## src/rtl/mem_ctrl.sv

```systemverilog
// mem_ctrl: byte-serial bridge between an instruction-fetch port (IF) and a
// load/store port (MEM) and an 8-bit synchronous RAM with one-cycle read latency.
// MEM beats IF, and a store beats a load. Transfers are 1, 2 or 4 bytes,
// little-endian. Addresses wrap modulo 2^32.
// Optional feature macro: MEM_CTRL_IO_WAIT_EN adds io_buffer_full_i. Writes
// whose base address has bits [17:16] == 2'b11 stall before each byte while
// that input is high.
module mem_ctrl (
  input  logic        clk,
  input  logic        rst,
  input  logic        if_req_i,
  input  logic [31:0] if_addr_i,
  output logic        if_done_o,
  output logic [31:0] if_data_o,
  input  logic        mem_r_req_i,
  input  logic        mem_w_req_i,
  input  logic [31:0] mem_addr_i,
  input  logic [31:0] mem_w_data_i,
  input  logic [1:0]  mem_len_i,
  output logic        mem_done_o,
  output logic [31:0] mem_r_data_o,
  output logic        ram_rw_o,
  output logic [31:0] ram_addr_o,
  output logic [7:0]  ram_dout_o,
  input  logic [7:0]  ram_din_i
`ifdef MEM_CTRL_IO_WAIT_EN
  ,
  input  logic        io_buffer_full_i
`endif
);

  typedef enum logic [1:0] {IDLE, BUSY, DONE} state_t;

  state_t      state, state_next;
  logic [2:0]  cnt;        // byte cycle index within BUSY
  logic [2:0]  nbytes;     // transfer length in bytes (1, 2 or 4)
  logic [31:0] base;       // latched start address
  logic [31:0] wdata;      // latched store data
  logic [31:0] rbuf;       // bytes collected so far on a read
  logic [31:0] rbuf_next;
  logic [31:0] byte_addr;
  logic [2:0]  mem_nbytes;
  logic [1:0]  cap_idx;
  logic        is_write;
  logic        is_if;
  logic        stall;
  logic        any_req;

  assign any_req    = mem_w_req_i | mem_r_req_i | if_req_i;
  assign mem_nbytes = (mem_len_i == 2'b00) ? 3'd1 :
                      (mem_len_i == 2'b01) ? 3'd2 : 3'd4;
  assign byte_addr  = base + {29'd0, cnt};
  // RAM data returned in this cycle belongs to the address driven one cycle earlier.
  assign cap_idx    = cnt[1:0] - 2'd1;

`ifdef MEM_CTRL_IO_WAIT_EN
  assign stall = is_write && (base[17:16] == 2'b11) && io_buffer_full_i;
`else
  assign stall = 1'b0;
`endif

  // State register.
  always_ff @(posedge clk) begin
    // NOTE: non-blocking assignments in clocked blocks so every register samples
    // pre-edge values regardless of statement order.
    if (rst) state <= IDLE;
    else     state <= state_next;
  end

  // Next state, RAM strobes, done pulses and the read-byte merge.
  always_comb begin
    // NOTE: every output gets a default first so no path leaves one unassigned,
    // which would otherwise infer a latch.
    state_next = state;
    ram_rw_o   = 1'b0;
    ram_addr_o = 32'd0;
    ram_dout_o = 8'd0;
    mem_done_o = 1'b0;
    if_done_o  = 1'b0;
    rbuf_next  = rbuf;
    case (state)
      IDLE: begin
        if (any_req) state_next = BUSY;
      end
      BUSY: begin
        if (is_write) begin
          if (!stall) begin
            ram_rw_o   = 1'b1;
            ram_addr_o = byte_addr;
            ram_dout_o = wdata[{cnt[1:0], 3'b000} +: 8];
            if (cnt == nbytes - 3'd1) state_next = DONE;
          end
        end else begin
          if (cnt < nbytes) ram_addr_o = byte_addr;
          else              state_next = DONE;
          if (cnt != 3'd0) rbuf_next[{cap_idx, 3'b000} +: 8] = ram_din_i;
        end
      end
      DONE: begin
        mem_done_o = ~is_if;
        if_done_o  = is_if;
        state_next = IDLE;
      end
      default: state_next = IDLE;
    endcase
  end

  // Transaction latch, byte counter and registered data outputs.
  always_ff @(posedge clk) begin
    if (rst) begin
      cnt          <= 3'd0;
      nbytes       <= 3'd0;
      base         <= 32'd0;
      wdata        <= 32'd0;
      rbuf         <= 32'd0;
      is_write     <= 1'b0;
      is_if        <= 1'b0;
      if_data_o    <= 32'd0;
      mem_r_data_o <= 32'd0;
    end else begin
      case (state)
        IDLE: begin
          cnt  <= 3'd0;
          rbuf <= 32'd0;
          if (mem_w_req_i || mem_r_req_i) begin
            is_write <= mem_w_req_i;
            is_if    <= 1'b0;
            base     <= mem_addr_i;
            nbytes   <= mem_nbytes;
            wdata    <= mem_w_data_i;
          end else if (if_req_i) begin
            is_write <= 1'b0;
            is_if    <= 1'b1;
            base     <= if_addr_i;
            nbytes   <= 3'd4;
            wdata    <= 32'd0;
          end
        end
        BUSY: begin
          if (!stall) cnt <= cnt + 3'd1;
          rbuf <= rbuf_next;
          if (state_next == DONE && !is_write) begin
            if (is_if) if_data_o    <= rbuf_next;
            else       mem_r_data_o <= rbuf_next;
          end
        end
        default: cnt <= 3'd0;
      endcase
    end
  end

endmodule

```

## config.mk

```make
export PLATFORM = sky130hd
export DESIGN_NAME = mem_ctrl
export DESIGN_NICKNAME = d
export VERILOG_FILES = /design/src/rtl/mem_ctrl.sv
export SDC_FILE = /design/constraint.sdc
export NUM_CORES = 1
export LEC_CHECK = 0
export BUFFER_PORTS_ARGS = -buffer_cell sky130_fd_sc_hd__buf_2
export CORE_ASPECT_RATIO = 0.75
export CORE_MARGIN = 5
export CORE_UTILIZATION = 45
export DETAILED_ROUTE_END_ITERATION = 8
export PLACE_DENSITY = 0.67
export SYNTH_ARGS = -nofsm -noshare
export SYNTH_HDL_FRONTEND = slang
export SYNTH_SLANG_ARGS = --single-unit
```

## constraint.sdc

```tcl
create_clock -name clk -period 5.45 [get_ports clk]
set_clock_uncertainty 0.05 [all_clocks]
set_input_delay 0.8175 -clock clk [delete_from_list [all_inputs] [get_ports clk]]
set_output_delay 0.8175 -clock clk [all_outputs]
set_load 0.1 [all_outputs]
```

**After elaboration in Yosys (flattened, before gate mapping)**

Index checks and enable logic that the tools add are counted.
Widths: inputs -> output; s select.

- Flip-flop bits (word level): 170
- Output and inout bits: 107
- Input port bits: 111

- Muxes and demuxes: 30
- Add/subtract/negate cells: 5
- Reductions and logical operators: 12
- Magnitude comparators: 1
- Shifts and indexed selects: 3
- Equal/unequal tests: 5
- Bitwise gates (word level): 4

Operator list:

| cell | number |
|---|---|
| $mux 32 | 9 |
| $pmux 32 s2 | 1 |
| $add 32x3->32 | 1 |
| $bwmux 32 | 1 |
| $shift 8x7->32 const A | 1 |
| $shiftx 32x6->8 | 1 |
| $shiftx 8x7->32 | 1 |
| $mux 8 | 2 |
| $mux 3 | 4 |
| $mux 1 | 8 |
| $mux 2 | 4 |
| $neg 5->7 | 1 |
| $reduce_and 3->1 | 2 |
| $eq 2x1->1 const B | 2 |
| $eq 2x2->1 const B | 2 |
| $logic_not 2->1 | 2 |
| $pmux 2 s2 | 1 |
| $reduce_bool 2->1 | 2 |
| $add 3x1->3 const B | 1 |
| $eq 3x3->1 | 1 |
| $lt 3x3->1 | 1 |
| $reduce_bool 3->1 | 1 |
| $sub 3x1->3 const B | 1 |
| $not 1->1 | 2 |
| other kinds (7) | 8 |

**Longest topological paths before layout**

Gate-level depths: netlist of run 1.

- Depth after elaboration: 8
- Gate-level depth with buffers: 8
- Gate-level depth less buffers: 6

**Worst setup path after synthesis of run 1**

OpenSTA, ideal clock, no wires.

- Kind: reg-to-output
- Start: reg cnt[0]
- End: out ram_addr_o[29]
- Arrival time: 3311 ps
- Data required time: 4583 ps
- Buffers on the path: 2
- Slack: 1271 ps
- Stages on the path, launching flop included: 9
- Cells stage by stage: dfxtp_1 buf_1 inv_1 ha_1 nand2b_1 a21o_1 nand2_1 clkbuf_1 a21oi_1

- Longest elaborated chain between the ends: 4

Ends and longest elaborated chain:

| element | line | RTL |
|---|---|---|
| start, declared | 35 | `logic [2:0] cnt;` |
| start signal, assigned | 140 | `if (!stall) cnt <= cnt + 3'd1;` |
| $add 32x3->32 or $lt 3x3->1 (tied branches) | 52, 94 |  |
| $mux 32 | 94 | `if (cnt < nbytes) ram_addr_o = byte_addr;` |
| $mux 32 (*) | 86 | `if (is_write) begin` |
| $mux 32 (*) | 81 | `case (state)` |
| end, declared | 23 | `output logic [31:0] ram_addr_o,` |

Every way passes the cells marked *; elsewhere a longest branch is shown, timed or not.

**Final worst setup path of run 1**

- Start: reg cnt[0]
- End: out ram_addr_o[17]

Same word-level chain as after synthesis.

==> results of run 1 <==
==> metrics by stage <==
| step | cell area (um^2) | instances | worst slack [ns] | hold slack [ns] | power (W) |
|---|---|---|---|---|---|
| floorplan | 7820 | 924 | 1.27 | 0.374 | 0.00283 |
| global placement | 8990 | 1289 | 1.45 | 0.384 | 0.00313 |
| CTS | 9650 | 1320 | 0.973 | 0.401 | 0.00449 |
| detailed placement | 8990 | 1289 | 1.43 | 0.392 | 0.00314 |
| finish | 9660 | 1324 | 1.01 | 0.397 | 0.00446 |
| global route | 9660 | 1323 | 0.697 | 0.416 | 0.00467 |
==> cells in the mapped netlist, types with 3 or more instances <==
cell / number
mux2i_1: 26
a21oi_1: 30
a22oi_1: 34
mux4_2: 8
nor3_1: 12
inv_1: 16
xor2_1: 5
o21ai_1: 30
o21ai_0: 41
or4_1: 14
a21o_1: 3
and2_1: 9
clkbuf_1: 65
a211oi_1: 67
nand3_1: 11
nor3b_1: 5
and3_1: 13
o31ai_1: 13
buf_1: 12
a311oi_1: 32
or3_1: 8
nand4_1: 3
xnor2_1: 8
nand2_1: 77
nand2b_1: 13
ha_1: 13
nor2b_1: 3
dfxtp_1: 170
nor2_1: 161
==> report_power, final <==
part | internal (W) | leakage, nW | switching (W)
combinational | 0.000346 | 2.15 | 0.00120
clock | 0.000825 | 0.323 | 0.000523
sequential | 0.00142 | 1.39 | 0.000151
==> state kept, by name (all words and copies together), names as in the netlist <==
signal	cells
rbuf	32
if_data_o	32
is_if	1
nbytes	3
base	32
cnt	3
mem_r_data_o	32
wdata	32
is_write	1
state	2
==> area by class of cell <==
cell class                 count  area, um^2  area share, %
sequential                   170        3400           35.2
clock inverter                14         235           2.43
antenna                        4        10.0          0.104
multi-input combinational    659        4080           42.2
inverter                      16        60.1          0.622
timing repair buffer         229        1180           12.2
tap                          215         269           2.78
clock buffer                  17         425           4.40
==> logic make-up after synthesis <==
| group | after synthesis |
|---|---|
| simple gates | 341 |
| compound gates | 257 |
| flops | 170 |
| buf+inv | 95 |
| mux | 34 |
| fa+ha+maj | 14 |
| xor+xnor | 13 |
==> worst paths after layout <==
kind | startpoint | to | cells past startpoint
setup reg to reg | cnt[0] | mem_r_data_o[7] | 7
hold / removal | rbuf[27] | rbuf[27] | 2
setup / recovery | cnt[0] | ram_addr_o[17] | 6
hold reg to reg | rbuf[27] | rbuf[27] | 2
==> cell usage in the layout (no fill, tap or decap), types with 30 or more instances in the layout <==
| master | n |
|---|---|
| a311oi_1 | 32 |
| dfxtp_1 | 170 |
| o21ai_0 | 41 |
| o21ai_1 | 30 |
| buf_2 | 216 |
| a21oi_1 | 30 |
| a22oi_1 | 34 |
| a211oi_1 | 67 |
| nor2_1 | 160 |
| nand2_1 | 77 |
==> layer usage <==
| metal | vias to the layer above | track usage [%] | share of wire, % | wire length (um) |
|---|---|---|---|---|
| met1 | 3469 | 32.0 | 49 | 11000 |
| met5 | - | 0 | 0.12 | 27 |
| met3 | 33 | 5.29 | 6.5 | 1460 |
| met4 | 4 | 7.50 | 1.7 | 385 |
| met2 | 211 | 32.7 | 42 | 9480 |
| li1 | 3667 | - | - | - |
==> worst register-to-register path: cells and delay by family (launching register included) <==
family,cells,cell delay [ns]
AOI/OAI and AO/OA,2,0.58
adders and majority gates,1,0.25
buffers and inverters,2,0.78
DFF,1,0.95
and+or+nand+nor,2,0.37
==> summary.md, run 1 <==
| Metric | Value |
|---|---|
| Drt drc | `0` |
| Req. time, crit path | `4.58 ns` |
| Fin crit period | `~4.4 ns` |
| First drt pass iteration count | `6` |
| Post-synthesis adder-cell area fraction | `under 10%` |
| Synth top area share | `43.5%` |
| Post-DP HPWL | `15.6 mm` |
| Main combinational cell family by area after synthesis | `compound AO/OA/AOI/OAI gates` |
| Iteration-0 DRC Markers | `616` |
| First-pass GRT wire length | `36.3 mm` |
| Actual slew at the worst max-slew pin | `roughly 1.2 ns` |
| R2r setup slk | `2.38 ns` |
| Power density cells | `461 nW/um^2` |
| RSZ-0062 raised after global routing | `no` |
| Synth cell types | `47` |
| Crit-path most repeated cell | `or4_1` |
| Max-cap violation count | `0` |
| Synth Flop Type | `dfxtp_1` |
| Placer Congestion | `roughly 0.88` |
| Crit-path cells | `ha_1 > a211oi_1 > or4_1 > or4_1 > a21oi_1 > buf_2` |
| Seq/Total Area, Yosys | `43.5%` |
| Routed WL | `22.3 mm` |
| Max-slew violation count | `0` |
| Post-synthesis mux area share | `about 5.6%` |
| Ys async rst share | `0%` |
| Max Root-Sink Buffers | `2` |
| Share of layout cells above drive strength 1 | `25.2%` |
| Leading area contributor after synthesis | `dfxtp_1` |
| Synth Area per Inst | `around 8.5 um^2` |
| Core Region | `16900 um^2` |
| Final hold viol count | `0` |
| IR Drop Worst-Case VDD | `0.297 mV` |
| Setup CP Type | `flip-flop to output pin` |
| # rows | `41` |
| Final Cycle Share | `81.4%` |
| CP Launch Type | `flip-flop` |
| Synth area leaders | `dfxtp_1, nor2_1, a211oi_1` |
| Fmax | `roughly 0.23 GHz` |
| Filler cells | `1611` |
| Max Fanout on Critical Path | `19` |
| Clock slew at reported path FFs | `around 0.060 ns` |
| Gr usage total | `between 20% and 30%` |
| Post-synth EDFFs | `0` |
| Initial Util | `~46%` |
| Util after Layout | `57.1%` |
| CP Buf/Inv Count | `1` |
| Worst relative slew slack | `about a fifth` |
| Post-synthesis simple-gate area fraction | `19.9%` |
| Via count | `~7400` |
| Grt ovf | `0` |
| Hold_buf cts | `0` |
| CTS tree | `built` |
| DIE WIDTH | `162 um` |
| Leakage power | `3.86 nW` |
| Cell count after synthesis | `~920` |
| Vias per cell | `~5.6` |
| WL/cell | `16.9 um` |
| Post-synthesis instance area | `7820 um^2` |
| Crit. End Element | `output pin` |
| Total Nets Final | `around 1200` |
| Quantity of gates resized following cts | `0` |
| Largest net degree at the start of global routing | `84` |
| Status | `finished, final reports clean` |
| Die Ht | `124 um` |
| #FFs+latches synth | `170` |
| Count of buffers from port buffering | `217` |
| Compound-Gate Fraction of Synth Area | `a little under a quarter` |
| Count of boundary I/O pins | `218` |
| Vias in the first global route | `6961` |
| Setup TNS | `0 ns` |
| Worst hold path class | `flip-flop to flip-flop` |
| Family with the most delay on the worst path | `simple AND/OR/NAND/NOR gates` |
| Root Driver | `clkbuf_16` |
| Xor and xnor fraction of the mapped netlist area | `1.46%` |
| CTS Buf Count | `17` |
| Max incr delay on CP | `approximately 0.95 ns` |
| Final Setup Violations | `0` |
| CTS Sinks | `170` |
| Die ar. | `20100 um^2` |
| Syn_nets | `1049` |
| Syn-to-layout area delta | `23.5%` |
| H-tree levels | `4` |
| Synth warnings | `0` |
| CP max-delay cell | `dfxtp_1` |
| Initial antenna violation count | `5` |
| Antenna viol nets, final | `0` |
| Post-CTS Setup Bufs | `0` |
| Worst-skew pair later-pin latency | `0.41 ns` |
| Crit path DAT | `3.57 ns` |
Note: power is estimated with default switching activity, not from simulation.
==> inputs of run 2 (changes only) <==
--- a/config.mk
+++ b/config.mk
@@ -5,6 +5,7 @@
 export SDC_FILE = /design/constraint.sdc
 export NUM_CORES = 1
 export LEC_CHECK = 0
+export ABC_AREA = 1
 export BUFFER_PORTS_ARGS = -buffer_cell sky130_fd_sc_hd__buf_2
 export CORE_ASPECT_RATIO = 0.75
 export CORE_MARGIN = 5
==> constraint.sdc (replaced) <==
create_clock -name clk -period 4.25 [get_ports clk]
set_clock_uncertainty 0.05 [all_clocks]
set_input_delay 0.6375 -clock clk [delete_from_list [all_inputs] [get_ports clk]]
set_output_delay 0.6375 -clock clk [all_outputs]
set_load 0.1 [all_outputs]
==> summary.md, run 2 <==
| Metric | Value |
|---|---|
| Status | `finished, final reports clean` |
| Post-synthesis simple-gate area fraction | `between 20% and 30%` |
| DIE WIDTH | `166 um` |
| RSZ-0062 raised after global routing | `no` |
| R2r setup slk | `1.25 ns` |
| Antenna viol nets, final | `0` |
| Placed insts | `1605` |
| # rows | `42` |
| Combined area of the multi-input logic cells | `4070 um^2` |
| Via count | `8629` |
| Crit path DAT | `2.98 ns` |
| Count of buffers from port buffering | `around 220` |
| Drt drc | `0` |
| Post-synthesis instance area | `between 8000 and 9000 um^2` |
| Setup CP Type | `flip-flop to output pin` |
| Seq/Total Area, Yosys | `41.3%` |
| Filler cells | `1812` |
| Die Ht | `~130 um` |
| Placer Congestion | `approximately 1` |
| WL/cell | `15.8 um` |
| Main combinational cell family by area after synthesis | `compound AO/OA/AOI/OAI gates` |
| Vias in the first global route | `7699` |
| Most common cell after layout, fill and taps aside | `nand2_1` |
| Fmax | `between 0.2 and 0.3 GHz` |
| Max-slew violation count | `0` |
| Die ar. | `21100 um^2` |
| Post-synthesis adder-cell area fraction | `2.22%` |
| Util after Layout | `56.5%` |
| Commonest cells in the netlist | `nand2_1, dfxtp_1, nor2_1` |
| Syn_nets | `1327` |
| Post-synthesis mux area share | `0%` |
| Worst hold path class | `flip-flop to flip-flop` |
| Worst-skew pair later-pin latency | `0.42 ns` |
| Final std cells w/o fill | `approximately 1600` |
| Final hold viol count | `0` |
| First-pass GRT wire length | `40.9 mm` |
| Most frequent cell after synthesis | `nand2_1` |
| CP startpoint | `cnt[2]` |
| Setup TNS | `0 ns` |
| Root Driver | `clkbuf_16` |
| Leakage power | `4.29 nW` |
| Final setup margin | `0.578 ns` |
| Final Cycle Share | `86.4%` |
| Synth top area share | `41.3%` |
| Number of cells on the worst reg-to-reg path | `8` |
| Quantity of gates resized following cts | `0` |
| First drt pass iteration count | `6` |
| Vias per cell | `5.26` |
| Initial antenna violation count | `5` |
| Worst Hold Endpoint | `mem_r_data_o[21]` |
| Final Setup Violations | `0` |
| Worst relative slew slack | `28.8%` |
| Synth cell types | `37` |
| Count of boundary I/O pins | `218` |
| Power density cells | `487 nW/um^2` |
| Cell count after synthesis | `around 1200` |
| CTS Buf Count | `17` |
| Worst Hold Launch | `mem_r_data_o[21]` |
| Actual slew at the worst max-slew pin | `1.07 ns` |
| CTS tree | `built` |
| Max-cap violation count | `0` |
| IR Drop Worst-Case VDD | `0.256 mV` |
| Post-CTS Setup Bufs | `0` |
| H-tree levels | `4` |
| Synth warnings | `0` |
| Core Region | `17800 um^2` |
| Post-DP HPWL | `roughly 19 mm` |
| Xor and xnor fraction of the mapped netlist area | `0.638%` |
| Grt ovf | `0` |
| Clock slew at reported path FFs | `0.07 ns` |
| R2r startpoint | `cnt[1]` |
| Fin crit period | `3.67 ns` |
| Iteration-0 DRC Markers | `809` |
| Max Fanout on Critical Path | `17` |
| Initial Util | `46.3%` |
| Req. time, crit path | `approximately 3.6 ns` |
| Post-placement worst setup slack | `1.04 ns` |
| RR Endpoint | `if_data_o[17]` |
| Total Nets Final | `1507` |
| CTS Sinks | `170` |
| Gr usage total | `23.7%` |
| FF/Latch Area | `3400 um^2` |
| Compound-Gate Fraction of Synth Area | `24.1%` |
| Syn-to-layout area delta | `22.2%` |
| CP Launch Type | `flip-flop` |
| Post-synth EDFFs | `0` |
| Largest net degree at the start of global routing | `70` |
| Hold_buf cts | `0` |
| Crit. End Element | `output pin` |
| Synth area leaders | `dfxtp_1, nand2_1, nor2_1` |
| Routed WL | `about 26 mm` |
| Share of layout cells above drive strength 1 | `approximately a fifth` |
| Leading area contributor after synthesis | `dfxtp_1` |
| Synth Flop Type | `dfxtp_1` |
| Ys async rst share | `0%` |
| #FFs+latches synth | `170` |
| Hold depth | `2` |
| Max Root-Sink Buffers | `2` |
| Most frequent cells in the layout | `nand2_1, buf_2, dfxtp_1` |
| Synth Area per Inst | `just under 7 um^2` |
-- run 2: cell types whose count changed after synthesis, moves of 12 or more --
cell      previous run  this run
a21oi_1             30       109
buf_2                1        15
or4_1               14         0
and3_1              13         1
inv_1               16       116
nand2_1             77       251
o21ai_0             41       119
a311oi_1            32         0
nand2b_1            13         0
clkbuf_1            65        45
a211oi_1            67         1
mux2i_1             26         0
o31ai_1             13         0
a31oi_1              0        35
-- run 2: how the worst max path moves through the flow --
| stage | cells after the start | endpoint | slack, ns |
|---|---|---|---|
| floorplan | 6 | ram_dout_o[0] | -0.22 |
| global placement | 9 | ram_addr_o[2] | 1.12 |
| detailed placement | 9 | ram_addr_o[2] | 1.04 |
| CTS | 9 | ram_addr_o[2] | 0.60 |
| global route | 11 | ram_addr_o[2] | 0.32 |
| finish | 9 | ram_addr_o[2] | 0.58 |
-- run 2: cell families (layout without fill, tap and decap cells) --
family	Yosys count	in the layout
AND/OR/NAND/NOR	463	463
AO/OA/AOI/OAI	355	355
buffers and inverters	194	387
flip-flops	170	170
adder cells (fa/ha/maj)	14	14
XOR/XNOR	6	6
other	0	2
-- run 2: area by class of cell --
class / instances / share of cell area [%]
multi-input cells: 838 / 40.4
inverters: 125 / 4.66
repair buffers: 230 / 11.8
diodes: 2 / 0.0497
flip-flops and latches: 170 / 33.8
well taps: 242 / 3.01
clock inverters: 13 / 1.80
clock buffers: 19 / 4.50
-- run 2: stage by stage --
step | area (um^2) | hold slack, ns | total power [W]
after floorplan | 8250 | 0.386 | 0.00296
after global placement | 9430 | 0.379 | 0.00326
after detailed placement | 9430 | 0.383 | 0.00326
after CTS | 10100 | 0.393 | 0.00492
after global routing | 10100 | 0.402 | 0.00511
final | 10100 | 0.391 | 0.00490
-- run 2: report_power, final --
group	total (W)	switching, W	internal (W)	leakage, nW
sequential	0.00188	0.000135	0.00174	1.39
combinational	0.00137	0.00109	0.000280	2.58
clock	0.00166	0.000684	0.000975	0.314
total	0.00490	0.00191	0.00300	4.29
-- run 2: worst max-delay path: stages (launching register included) --
cell and delay (ns):
dfxtp_1 0.46, ha_1 0.29, a21oi_1 0.18, nand2_1 0.10, nand2_1 0.09, nand2_1 0.28, inv_2 0.34, o21ai_0 0.13
a21oi_1 0.21, buf_2 0.47
-- run 2: metal layers --
layer	vias to the layer above	GRT usage (%)	part of all wire [%]	routed length [um]
met5	-	0	0.18	46
met1	3937	36.1	50	13000
li1	4327	-	-	-
met3	28	7.32	9.2	2390
met2	331	32.3	39	10200
met4	6	5.68	1.2	322
